===== src/rtl/sar_seq_ctrl.sv =====
// sar_seq_ctrl: successive-approximation ADC sequencer with sample/convert/done flow and optional channel auto-scan
module sar_seq_ctrl #(
    parameter int WIDTH      = 12,
    parameter int NCH        = 4,
    parameter int SAMPLE_CYC = 2,
    parameter int SETTLE     = 1,
    localparam int CHW       = (NCH > 1) ? $clog2(NCH) : 1
) (
    input  logic             clk,
    input  logic             reset,
    input  logic             start,
    input  logic             scan,
    input  logic [CHW-1:0]   ch_sel,
    input  logic             cmp,
    input  logic             result_ack,
    output logic             sample,
    output logic [CHW-1:0]   ch_out,
    output logic [WIDTH-1:0] dac_code,
    output logic             busy,
    output logic [WIDTH-1:0] result,
    output logic [CHW-1:0]   result_ch,
    output logic             conv_done,
    output logic             result_valid,
    output logic             overrun
);
    localparam int BW = $clog2(WIDTH);
    localparam logic [1:0] IDLE    = 2'd0;
    localparam logic [1:0] SAMPLE  = 2'd1;
    localparam logic [1:0] CONVERT = 2'd2;
    localparam logic [1:0] DONE    = 2'd3;
    localparam logic [WIDTH-1:0] ONE = WIDTH'(1);
    localparam logic [7:0] SMP_LAST = 8'(SAMPLE_CYC - 1);
    localparam logic [7:0] SET_LAST = 8'(SETTLE - 1);
    logic [1:0]       state_q, state_d;
    logic [7:0]       cnt_q, cnt_d;
    logic [BW-1:0]    bit_q, bit_d;
    logic [WIDTH-1:0] dac_q, dac_d;
    logic [CHW-1:0]   ch_q, ch_d;
    logic [WIDTH-1:0] res_q, res_d;
    logic [CHW-1:0]   rch_q, rch_d;
    logic             valid_q, valid_d;
    logic             ovr_q, ovr_d;
    logic [WIDTH-1:0] kept;
    // next-state: phase sequencing, bit trials and result bookkeeping
    always_comb begin
        state_d = state_q;
        cnt_d   = cnt_q;
        bit_d   = bit_q;
        dac_d   = dac_q;
        ch_d    = ch_q;
        res_d   = res_q;
        rch_d   = rch_q;
        valid_d = result_ack ? 1'b0 : valid_q;
        ovr_d   = ovr_q;
        kept    = cmp ? dac_q : (dac_q & ~(ONE << bit_q));
        case (state_q)
            IDLE: begin
                dac_d = '0;
                if (start) begin
                    state_d = SAMPLE;
                    cnt_d   = '0;
                    ch_d    = ch_sel;
                end
            end
            SAMPLE: begin
                dac_d = '0;
                cnt_d = cnt_q + 8'd1;
                if (cnt_q == SMP_LAST) begin
                    state_d = CONVERT;
                    cnt_d   = '0;
                    bit_d   = BW'(WIDTH - 1);
                    dac_d   = ONE << (WIDTH - 1);
                end
            end
            CONVERT: begin
                cnt_d = cnt_q + 8'd1;
                if (cnt_q == SET_LAST) begin
                    cnt_d = '0;
                    if (bit_q == '0) begin
                        state_d = DONE;
                        dac_d   = kept;
                        res_d   = kept;
                        rch_d   = ch_q;
                    end else begin
                        bit_d = bit_q - 1'b1;
                        dac_d = kept | (ONE << (bit_q - 1'b1));
                    end
                end
            end
            default: begin
                valid_d = 1'b1;
                ovr_d   = ovr_q | (valid_q & ~result_ack);
                dac_d   = '0;
                cnt_d   = '0;
                state_d = scan ? SAMPLE : IDLE;
                ch_d    = scan ? ((ch_q == CHW'(NCH - 1)) ? '0 : ch_q + 1'b1) : ch_q;
            end
        endcase
    end
    // state registers with synchronous reset discarding any conversion
    always_ff @(posedge clk) begin
        if (reset) begin
            state_q <= IDLE;
            cnt_q   <= '0;
            bit_q   <= '0;
            dac_q   <= '0;
            ch_q    <= '0;
            res_q   <= '0;
            rch_q   <= '0;
            valid_q <= 1'b0;
            ovr_q   <= 1'b0;
        end else begin
            state_q <= state_d;
            cnt_q   <= cnt_d;
            bit_q   <= bit_d;
            dac_q   <= dac_d;
            ch_q    <= ch_d;
            res_q   <= res_d;
            rch_q   <= rch_d;
            valid_q <= valid_d;
            ovr_q   <= ovr_d;
        end
    end
    assign sample       = state_q == SAMPLE;
    assign busy         = state_q != IDLE;
    assign conv_done    = state_q == DONE;
    assign ch_out       = ch_q;
    assign dac_code     = dac_q;
    assign result       = res_q;
    assign result_ch    = rch_q;
    assign result_valid = valid_q;
    assign overrun      = ovr_q;
endmodule


===== config.mk =====
export PLATFORM = sky130hd
export DESIGN_NAME = sar_seq_ctrl
export DESIGN_NICKNAME = d
export VERILOG_FILES = /design/src/rtl/sar_seq_ctrl.sv
export SDC_FILE = /design/constraint.sdc
export NUM_CORES = 1
export LEC_CHECK = 0
export BUFFER_PORTS_ARGS = -buffer_cell sky130_fd_sc_hd__buf_2
export CORE_UTILIZATION = 60
export DETAILED_ROUTE_END_ITERATION = 10
export PLACE_DENSITY = 0.85
export REMOVE_ABC_BUFFERS = 1
export SYNTH_ARGS = -nofsm -noshare
export SYNTH_HDL_FRONTEND = slang
export SYNTH_SLANG_ARGS = --single-unit

===== constraint.sdc =====
create_clock -name clk -period 4.88 [get_ports clk]
set_clock_uncertainty 0.05 [all_clocks]
set_input_delay 0.488 -clock clk [delete_from_list [all_inputs] [get_ports clk]]
set_output_delay 0.488 -clock clk [all_outputs]
set_load 0.01 [all_outputs]

After elaboration in Yosys (flattened, before gate mapping)
Index checks and enable logic that the tools add are counted.
{"block": "word_totals", "input_bits": 8, "ff_bits": 44}
{"block": "classes", "n_eq_ne": 11, "bitwise": 7, "muxes": 25, "shift": 2, "addsub": 3, "reduce_logical": 12}
{"op": "$mux 12", "count": 4}
{"op": "$mux 8", "count": 3}
{"op": "$pmux 12 s2", "count": 1}
{"op": "$pmux 8 s3", "count": 1}
{"op": "$shl 1x4->12 const A", "count": 2}
{"op": "$mux 2", "count": 7}
{"op": "$and 12x12->12", "count": 1}
{"op": "$mux 4", "count": 3}
{"op": "$not 12->12", "count": 1}
{"op": "$or 12x12->12", "count": 1}
{"op": "$add 8x1->8 const B", "count": 1}
{"op": "$eq 8x1->1 const B", "count": 1}
{"op": "$logic_not 8->1", "count": 1}
{"op": "$ne 2x2->1 const B", "count": 4}
{"op": "$pmux 4 s2", "count": 1}
{"op": "$reduce_and 4->1", "count": 2}
{"op": "$eq 2x2->1 const B", "count": 3}
{"op": "$pmux 2 s3", "count": 1}
{"op": "$reduce_and 3->1", "count": 2}
{"op": "$reduce_bool 2->1", "count": 3}
{"op": "$logic_not 4->1", "count": 1}
{"op": "$ne 2x1->1 const B", "count": 2}
{"op": "$pmux 2 s2", "count": 1}
{"op": "$sub 4x1->4 const B", "count": 1}
{"op": "9 further kinds", "count": 12}

Logic depth before layout (Yosys ltp)
{"block": "depth", "ltp_word": 8, "depth_mapped": 8, "mapped_depth_nobuf": 7}

Worst setup path before layout
Ideal clock, no wire load.
{"block": "synth_timing", "path_type": "register to register", "startpoint": "register bit_q[0]", "endpoint": "register dac_q[1], in the netlist dac_code[1]", "stages_incl_launch_ff": 6, "n_path_buf": 0, "setup_slack_ns": 2.907, "arrival_ns": 1.863, "cell_sequence": "dfxtp_1 > inv_1 > ha_1 > or4_1 > a311oi_1 > a221o_1"}
{"block": "synth_via", "elab_chain_len": 8}
{"item": "start: declaration", "line_no": "36", "source": "logic [BW-1:0] bit_q, bit_d;"}
{"item": "start signal: assignment", "line_no": "115", "source": "bit_q <= bit_d;"}
{"item": "parallel branches: the longest is 5 deep, another holds $sub 4x1->4"}
{"item": "$mux 12 *", "line_no": "79", "source": "if (bit_q == '0) begin"}
{"item": "$mux 12 *", "line_no": "77", "source": "if (cnt_q == SET_LAST) begin"}
{"item": "$pmux 12 s2 *", "line_no": "56", "source": "case (state_q)"}
{"item": "end signal: assignment", "line_no": "106", "source": "dac_q <= '0;"}
{"item": "end signal: assignment", "line_no": "116", "source": "dac_q <= dac_d;"}
{"item": "end: declaration", "line_no": "37", "source": "logic [WIDTH-1:0] dac_q, dac_d;"}
Mark *: on every way between the ends. The select of a mux whose other input is x is not followed.
A chain may end at the register's enable or synchronous reset.

Worst setup path after layout
{"block": "layout_timing", "startpoint": "register bit_q[0]", "endpoint": "register dac_q[2], in the netlist dac_code[2]"}
Same word-level chain as after synthesis.

==> flow_summary_export.csv <==
group,metric,value,unit
setup_path,worstSetupPathType,"reg2reg",
sta,finalCritPeriodShare,51.5,%
logic_synthesis,syn_inst,287,
clock_tree,cts_sinks,44,
drt,drt-pass1-iter-count,4,
job,cap_viol_max_count,0,
layout,antenna_cells,0,
clock_tree,numCtsBuffers,5,
grt,antenna_found_initial,0,
setup_path,ff2ff_setup_slack,2370,ps
clock_tree,cts_hold_buf,0,
min_path,min_from,"result[5]",
floorplanning,die_x,64.1,microns
grt,grt_pass1_wl,9.21,mm
clock_tree,cts_resized,0,
logic_synthesis,synthArstFlopShare,0,%
logic_synthesis,seq_area_frac_synth,38.1,%
clock_tree,post-cts-setup-buffers,0,
floorplanning,start_util,62.7,%
logic_synthesis,synthTopCellsByCount,"nand2_1, dfxtp_1, a21oi_1",
logic_synthesis,syn-cell-area,0.00231,sq mm
sta,setup_viol,0,
grt,grt_overflow,0,
layout,nFillCells,286,
setup_path,start_kind,"flop",
logic_synthesis,syn_avg_cell_area,8.06,sq um
setup_path,end_kind,"flop",
layout,syn_to_final_growth,15.9,%
power_and_ir_drop,vdd_drop_max,306,uV
power_and_ir_drop,power_density,499,mW/mm^2
grt,grt_max_degree,32,
clock_tree,insertion_delay,300,ps
sta,slew_headroom,49.1,%
grt,grt.total_usage,28.4,%
floorplanning,die_area,0.00411,sq mm
clock_tree,clock-root-buffer,"clkbuf_8",
logic_synthesis,ys_ff_latch,44,
logic_synthesis,synth.most_common_cell,"nand2_1",
floorplanning,die_h,64.1,microns
drt,drt_iter0_drc,151,
sta,hold_viol_final,0,
sta,fmax,398,MHz
logic_synthesis,yosysWarnings,0,
drt,vias_per_cell,5.87,
layout,nets,344,
drt,ant_nets,0,
clock_tree,htreeDepth,2,
logic_synthesis,synth-edff-count,0,
setup_path,critPathLaunch,"bit_q[0]",
clock_tree,tritoncts,"yes",
sta,holdWs,401,ps
setup_path,critPathMaxFanout,12,
placement,dp_hpwl,3.48,mm
clock_tree,cts.path.max_buffers,2,
drt,routedWlPerCell,14.1,microns
sta,setup_tns,0,ps
clock_tree,path_clk_slew,80,ps
logic_synthesis,synth_top_area_share,38.1,%
sta,period_minus_slack,2510,ps
drt,routed_wl,5.26,mm
placement,io_buffers,40,
layout,drive_gt1_share,18.8,%
logic_synthesis,synth_area_leader_cell,"dfxtp_1",
min_path,hold_path_class,"reg2reg",
setup_path,r2r-start,"bit_q[0]",
drt,via_count,2185,
power_and_ir_drop,leakagePower,1.12,nW
grt,grt_pass1_vias,2062,
setup_path,required,5070,ps
logic_synthesis,synth_cell_type_count,51,
floorplanning,ios,41,
sta,rsz0062_at_grt,"false",
sta,maxSlewViolCount,0,
placement,gp_congestion,0.836,
power_and_ir_drop,power,1.34,mW
logic_synthesis,synthTopCellsByArea,"dfxtp_1, nand2_1, ha_1",
sta,tightest_slew,759,ps
drt,drc_errors,0,
logic_synthesis,synth_ff_type,"dfxtp_1",
status,outcome,"completed",
floorplanning,fp.coreArea,0.00369,sq mm
floorplanning,rows,22,
setup_path,crit_arrival,2700,ps
-- final timing paths --
path,end,cells after the start
setup / recovery,dac_code[2],6
hold / removal,result[5],2
setup reg to reg,dac_code[2],6
hold reg to reg,result[5],2
-- worst max-delay path, stage by stage (launching register included) --
cell and delay [ps]:
dfxtp_1 460, inv_1 120, ha_1 360, or4_1 550, a311oi_1 680, nand2_1 140
nand2_1 110
-- cell type report --
type / instances / area [sq um] / share of cell area (%)
inverter: 12 / 45.0 / 1.68
clock inverter: 3 / 90.1 / 3.36
clock buffer: 5 / 68.8 / 2.57
tap: 48 / 60.1 / 2.24
multi-input combinational: 220 / 1340 / 49.8
sequential: 44 / 881 / 32.9
timing repair buffer: 40 / 200 / 7.47
-- per-stage QoR --
step                cells  worst slack (ps)  cell area [sq um]  util (%)
global route          372              2180               2680      72.7
floorplan             276              2830               2260         -
finish                372              2370               2680      72.7
global placement      364              2610               2520      68.4
CTS                   372              2390               2680      72.7
detailed placement    364              2490               2520      68.4
-- per-layer routing --
layer | GRT usage, % | wire length [microns] | part of all wire [%]
met1 | 36.0 | 2400 | 46
met2 | 46.4 | 2500 | 48
met3 | 6.79 | 255 | 4.9
met4 | 11.4 | 99 | 1.9
met5 | 0 | 0 | 0
-- registers in the layout (all words and copies together), names as in the netlist --
| name | count |
|---|---|
| dac_code | 12 |
| state_q | 2 |
| overrun | 1 |
| bit_q | 4 |
| result | 12 |
| result_valid | 1 |
| result_ch | 2 |
| ch_out | 2 |
| cnt_q | 8 |
-- cells in the final DEF (no fill, tap or decap), types with 2 or more instances in the layout --
master      n
nor3_2      2
nor2b_1     6
and3_1      2
nor2_1     23
a31oi_1     3
nor3b_1     2
nand4_1     4
a21oi_1    27
ha_1       13
a22o_1      2
xnor2_1     4
bufinv_16   3
inv_1      12
mux2i_1     2
or2_2       2
nand2_1    47
or3b_2      2
nand3_1    17
clkbuf_8    5
nand2b_1    4
a41o_1      2
a22oi_1     2
nor3_1      8
a211oi_1    4
dfxtp_1    44
buf_2      40
o21ai_0    18
-- cell families (layout without fill, tap and decap cells) --
logic type	after synthesis	after routing	synth area share [%]
multiplexers	2	2	0.865
XOR/XNOR	5	5	1.89
AO/OA/AOI/OAI	72	72	19.6
AND/OR/NAND/NOR	128	128	28.4
flip-flops	44	44	38.1
adder cells (fa/ha/maj)	13	13	7.03
buffers and inverters	23	60	4.16
-- power breakdown --
part           internal [mW]  switching (mW)  total, mW
sequential             0.392          0.0545      0.447
clock                  0.256           0.124      0.379
combinational          0.181           0.331      0.512
total                  0.829           0.509       1.34
No activity file was read; power rests on OpenSTA's default activity.
